===== config.mk =====
export PLATFORM = sky130hd
export DESIGN_NAME = divider
export DESIGN_NICKNAME = d
export VERILOG_FILES = /design/src/rtl/divider_pkg.sv /design/src/rtl/divider_step.sv /design/src/rtl/divider.sv
export SDC_FILE = /design/constraint.sdc
export NUM_CORES = 1
export LEC_CHECK = 0
export CAP_MARGIN = 20
export CORE_ASPECT_RATIO = 0.7
export CORE_MARGIN = 1
export CORE_UTILIZATION = 30
export CTS_CLUSTER_SIZE = 25
export DETAILED_ROUTE_END_ITERATION = 6
export REMOVE_ABC_BUFFERS = 1
export SYNTH_ARGS = -nofsm -noshare
export SYNTH_HDL_FRONTEND = slang
export SYNTH_SLANG_ARGS = --single-unit

===== constraint.sdc =====
create_clock -name clk -period 3.1 [get_ports clk]
set_input_delay 0.775 -clock clk [delete_from_list [all_inputs] [get_ports clk]]
set_output_delay 0.775 -clock clk [all_outputs]
set_load 0.02 [all_outputs]

===== src/rtl/divider_pkg.sv =====
// Shared types and helpers for the iterative restoring divider.
package divider_pkg;

  // Divider control states.
  typedef enum logic [1:0] {
    IDLE = 2'd0,
    BUSY = 2'd1,
    FIX  = 2'd2,
    DONE = 2'd3
  } state_t;

  // Width of the step counter for a given operand width.
  function automatic int unsigned cnt_width(input int unsigned width);
    return (width < 2) ? 1 : $clog2(width);
  endfunction

endpackage


===== src/rtl/divider_step.sv =====
// One restoring division step: shift in a dividend bit, conditionally subtract.
module divider_step #(
  parameter int unsigned WIDTH = 8
) (
  input  logic [WIDTH:0]   rem,
  input  logic             din,
  input  logic [WIDTH-1:0] divisor,
  output logic [WIDTH:0]   rem_next,
  output logic             qbit
);

  logic [WIDTH+1:0] rem_sh;
  logic [WIDTH+1:0] dvs_ext;

  // Compare the shifted partial remainder against the divisor and restore on miss.
  always_comb begin
    rem_sh   = {rem, din};
    dvs_ext  = {2'b00, divisor};
    qbit     = (rem_sh >= dvs_ext);
    rem_next = qbit ? (WIDTH+1)'(rem_sh - dvs_ext) : rem_sh[WIDTH:0];
  end

endmodule


===== src/rtl/divider.sv =====
// Iterative restoring integer divider, one quotient bit per cycle.
// Build option: define DIVIDER_SIGNED_EN for two's complement operands/results.
module divider
  import divider_pkg::*;
#(
  parameter int unsigned WIDTH = 8
) (
  input  logic             clk,
  input  logic             rst,
  input  logic             in_valid,
  output logic             in_ready,
  input  logic [WIDTH-1:0] a,
  input  logic [WIDTH-1:0] b,
  output logic             out_valid,
  input  logic             out_ready,
  output logic [WIDTH-1:0] q,
  output logic [WIDTH-1:0] r,
  output logic             div_by_zero
);

  localparam int unsigned CW = cnt_width(WIDTH);
  localparam logic [CW-1:0] CNT_LAST = CW'(WIDTH - 1);

  state_t           state, state_d;
  logic [WIDTH-1:0] dvd, dvd_d;
  logic [WIDTH-1:0] dvs, dvs_d;
  logic [WIDTH:0]   rem, rem_d;
  logic [WIDTH-1:0] quo, quo_d;
  logic [CW-1:0]    cnt, cnt_d;
  logic [WIDTH-1:0] a_hold, a_hold_d;
  logic [WIDTH-1:0] q_d, r_d;
  logic             dbz_d;
  logic             out_valid_d, in_ready_d;
  logic [WIDTH:0]   step_rem;
  logic             step_q;
`ifdef DIVIDER_SIGNED_EN
  logic             q_neg, q_neg_d;
  logic             r_neg, r_neg_d;
`endif

  divider_step #(.WIDTH(WIDTH)) u_step (
    .rem      (rem),
    .din      (dvd[WIDTH-1]),
    .divisor  (dvs),
    .rem_next (step_rem),
    .qbit     (step_q)
  );

  // Next-state, datapath and output logic.
  always_comb begin
    state_d  = state;
    dvd_d    = dvd;
    dvs_d    = dvs;
    rem_d    = rem;
    quo_d    = quo;
    cnt_d    = cnt;
    a_hold_d = a_hold;
    q_d      = q;
    r_d      = r;
    dbz_d    = div_by_zero;
`ifdef DIVIDER_SIGNED_EN
    q_neg_d  = q_neg;
    r_neg_d  = r_neg;
`endif

    case (state)
      IDLE: begin
        if (in_valid && in_ready) begin
          a_hold_d = a;
          rem_d    = '0;
          quo_d    = '0;
          cnt_d    = CNT_LAST;
`ifdef DIVIDER_SIGNED_EN
          dvd_d    = a[WIDTH-1] ? WIDTH'(-a) : a;
          dvs_d    = b[WIDTH-1] ? WIDTH'(-b) : b;
          q_neg_d  = a[WIDTH-1] ^ b[WIDTH-1];
          r_neg_d  = a[WIDTH-1];
`else
          dvd_d    = a;
          dvs_d    = b;
`endif
          state_d  = BUSY;
        end
      end
      BUSY: begin
        rem_d = step_rem;
        dvd_d = {dvd[WIDTH-2:0], 1'b0};
        quo_d = {quo[WIDTH-2:0], step_q};
        cnt_d = cnt - CW'(1);
        if (cnt == '0) begin
          state_d = FIX;
        end
      end
      FIX: begin
        if (dvs == '0) begin
          q_d   = '1;
          r_d   = a_hold;
          dbz_d = 1'b1;
        end else begin
`ifdef DIVIDER_SIGNED_EN
          q_d   = q_neg ? WIDTH'(-quo) : quo;
          r_d   = r_neg ? WIDTH'(-rem[WIDTH-1:0]) : rem[WIDTH-1:0];
`else
          q_d   = quo;
          r_d   = rem[WIDTH-1:0];
`endif
          dbz_d = 1'b0;
        end
        state_d = DONE;
      end
      DONE: begin
        if (out_valid && out_ready) begin
          state_d = IDLE;
        end
      end
      default: state_d = IDLE;
    endcase

    out_valid_d = (state_d == DONE);
    in_ready_d  = (state_d == IDLE);
  end

  // State and datapath registers.
  always_ff @(posedge clk or posedge rst) begin
    if (rst) begin
      state       <= IDLE;
      dvd         <= '0;
      dvs         <= '0;
      rem         <= '0;
      quo         <= '0;
      cnt         <= '0;
      a_hold      <= '0;
      q           <= '0;
      r           <= '0;
      div_by_zero <= 1'b0;
      out_valid   <= 1'b0;
      in_ready    <= 1'b1;
`ifdef DIVIDER_SIGNED_EN
      q_neg       <= 1'b0;
      r_neg       <= 1'b0;
`endif
    end else begin
      state       <= state_d;
      dvd         <= dvd_d;
      dvs         <= dvs_d;
      rem         <= rem_d;
      quo         <= quo_d;
      cnt         <= cnt_d;
      a_hold      <= a_hold_d;
      q           <= q_d;
      r           <= r_d;
      div_by_zero <= dbz_d;
      out_valid   <= out_valid_d;
      in_ready    <= in_ready_d;
`ifdef DIVIDER_SIGNED_EN
      q_neg       <= q_neg_d;
      r_neg       <= r_neg_d;
`endif
    end
  end

endmodule


==> results.sh <==
export IMPL_cts_resized_gates=0
export IMPL_final_cell_mix="64 x dfrtp_1, 43 x nand2_1, 38 x clkdlybuf4s50_1, 37 x o21ai_0, 16 x mux2i_1"
export IMPL_io_pins=39
export IMPL_rows=30
export IMPL_antenna_found_initial=0
export IMPL_setup_tns_ns=0
export IMPL_p_sw_mw=1.79
export IMPL_grt_pass1_vias=2211
export IMPL_design_area_um2=3870
export IMPL_yosysUniqueCellTypes=43
export IMPL_share_comb_of_total_power_pct=46.8
export IMPL_ys_async_sr_fraction_pct=100
export IMPL_cts_tree="done"
export IMPL_port_buffers=38
export IMPL_place_inst=444
export IMPL_crit_path_frequent_cell="o21ai_1"
export IMPL_dp_hpwl_um=4530
export IMPL_crit_chain="inv_1, ha_1, fa_1, nor2b_4, o21ai_1, nand2b_1, a2111oi_4, mux2i_1, o21ai_1"
export IMPL_postSynthAreaPerCell_um2=10.7
export IMPL_cts_root_buf="clkbuf_16"
export IMPL_p_leak_nw=1.70
export IMPL_tightest_slew_ns=0.879
export IMPL_die_w_um=123
export IMPL_cp_slowest_stage_delay_ns=0.86
export IMPL_maxSlewViolCount=0
export IMPL_num_vias=2209
export IMPL_route_detailed_drc=0
export IMPL_worstPathArrival_ns=2.73
export IMPL_postCtsHoldBufs=0
export IMPL_path_class="reg2reg"
export IMPL_fin_util_pct=39.5
export IMPL_die_h_um=86.4
export IMPL_cts_sinks=65
export IMPL_peakVddDrop_uv=602
export IMPL_hold_class="reg2reg"
export IMPL_multi_input_comb_area_um2=1300
export IMPL_relSlewSlack_pct=41.4
export IMPL_wire_per_inst_um=14.2
export IMPL_seqPwrFrac_pct=32.9
export IMPL_finalHoldViolations=0
export IMPL_fillers=962
export IMPL_critPathBufInv=1
export IMPL_viasPerCell=4.80
export IMPL_insertion_delay_ns=0.33
export IMPL_grt_pass1_wl_um=11100
export IMPL_synth_seq_cells=65
export IMPL_syn2layout_area_growth_pct=26.7
export IMPL_place_congestion=0.784
export IMPL_finalCriticalPeriod_ns=2.53
export IMPL_drt_iter0_markers=125
export IMPL_fmax_mhz=396
export IMPL_final_nets=358
export IMPL_ys_seq_area_share_pct=53.3
export IMPL_drt_pass1_iterations=4
export IMPL_p_per_area_nw_per_um2=1190
export IMPL_grt_usage_pct=14.1
export IMPL_worstPathMaxFanout=16
export IMPL_globalRoute_totalOverflow=0
export IMPL_grt_max_degree=66
export IMPL_drive_gt1_share_pct=12.7
export IMPL_cts_buffers=9
export IMPL_fp_coreArea_um2=9800
export IMPL_synth_warning_count=0
export IMPL_wl_um=6520
export IMPL_internal_power_mw=2.80
export IMPL_required_ns=3.31
export IMPL_pwr_share_clk_pct=20.3
export IMPL_rsz0062_at_grt="false"
export IMPL_initial_core_util_pct=31.2
export IMPL_finalCritPeriodShare_pct=81.5
export IMPL_diodes=0
export IMPL_cts_setup_buffers=0
export IMPL_cap_violations=0
export IMPL_netlist_area_um2=3050
export IMPL_ff_latch_area_um2=1630
export IMPL_final_common_cell="dfrtp_1"
export IMPL_startpoint_type="flip-flop"
export IMPL_die_area_um2=10600
export IMPL_postPlaceCellArea_um2=3590
export IMPL_outcome="finished, final reports clean"
export IMPL_ant_nets=0
export IMPL_setup_viol=0
export IMPL_crit_slowest_cell="a2111oi_4"
export IMPL_end_kind="flip-flop"
export IMPL_ctsHtreeMaxLevel=3
export IMPL_synth_edff_count=0
export IMPL_cts_reportedPaths_clkPinSlew_ns=0.05
export IMPL_synthFlopType="dfrtp_1"
export IMPL_cp_top_family="compound AO/OA/AOI/OAI gates"
export IMPL_netlist_instances=285
export IMPL_swShare_pct=39.0
export IMPL_clk_path_buf_depth=2
export IMPL_final_cells=460
export IMPL_finClkSkew_ns=0.00646
## per-layer routing
metal / wire length (um) / vias to the layer above / GRT usage [%]
met3: 426 / 9 / 5.53
li1: - / 1090 / -
met4: 80 / 0 / 5.65
met1: 3380 / 1062 / 20.2
met5: 0 / - / 0
met2: 2630 / 48 / 18.6
## power by group through the flow
stage	Clock (mW)	Sequential, mW	Combinational [mW]
floorplan	0	1.59	1.40
global placement	0	1.51	2.12
detailed placement	0	1.53	2.16
CTS	0.967	1.52	2.17
global route	1.01	1.57	2.42
finish	0.934	1.51	2.15
## stage by stage
stage | hold WS (ns) | total power, mW | worst slack [ns]
after global placement | 0.460 | 3.63 | 0.572
after detailed placement | 0.469 | 3.69 | 0.555
final | 0.473 | 4.60 | 0.573
after CTS | 0.481 | 4.65 | 0.551
after floorplan | 0.450 | 2.98 | 0.700
after global routing | 0.503 | 4.99 | 0.386
## layout make-up
| type | count | area share (%) |
|---|---|---|
| well taps | 128 | 4.14 |
| multi-input cells | 190 | 33.6 |
| repair buffers | 45 | 11.5 |
| inverters | 16 | 1.55 |
| clock inverters | 3 | 0.388 |
| clock buffers | 13 | 6.72 |
| flip-flops and latches | 65 | 42.1 |
## tightest hold or removal path: cells and delay by family, from the launching register on
family,cells,cell delay (ns)
simple gates,1,0.05
compound gates,1,0.06
flops,1,0.33
## Yosys cell counts, types with 2 or more instances
cell type / count / area (um2)
a21o_1: 3 / 22.5
a21oi_1: 5 / 25.0
a22o_1: 8 / 70.1
a22oi_1: 2 / 15.0
a32oi_1: 2 / 17.5
buf_4: 2 / 15.0
clkbuf_1: 11 / 41.3
dfrtp_1: 64 / 1600
ha_1: 10 / 125
inv_1: 16 / 60.1
mux2_2: 10 / 113
mux2i_1: 16 / 160
nand2_1: 43 / 161
nand2b_1: 4 / 25.0
nand3_1: 5 / 25.0
nor2_1: 11 / 41.3
o21a_1: 2 / 15.0
o21ai_0: 37 / 185
o21ai_1: 2 / 10.0
o311ai_0: 3 / 26.3
o311ai_1: 2 / 17.5
o31ai_1: 3 / 22.5
xnor2_1: 3 / 26.3
xor2_1: 2 / 17.5
## path summary, 6_finish.rpt
kind                       endpoint  cells past startpoint  slack, ns   start
max                          rem[2]                      9       0.57  dvd[7]
min                            q[6]                      2       0.47    q[6]
max reg2reg                  rem[2]                      9       0.57  dvd[7]
min reg2reg                    q[6]                      2       0.47    q[6]
max in group asynchronous  in_ready                      3       1.93     rst
min in group asynchronous      q[6]                      3       0.83     rst
## registers in the layout, summed over array words and instances (netlist names)
name and cells:
out_valid 1, a_hold 8, quo 8, in_ready 1, q 8, cnt 3, state 2, r 8
dvs 8, dvd 8, rem 9, div_by_zero 1
## cells by family after synthesis
group                      synth area share (%)
AOI/OAI and AO/OA                          16.3
xor gates and xnor gates                   1.43
adders and majority gates                  4.75
buffers and inverters                      4.18
DFF                                        53.3
muxes                                      8.93
and+or+nand+nor                            11.1
No activity file was read; power rests on OpenSTA's default activity.
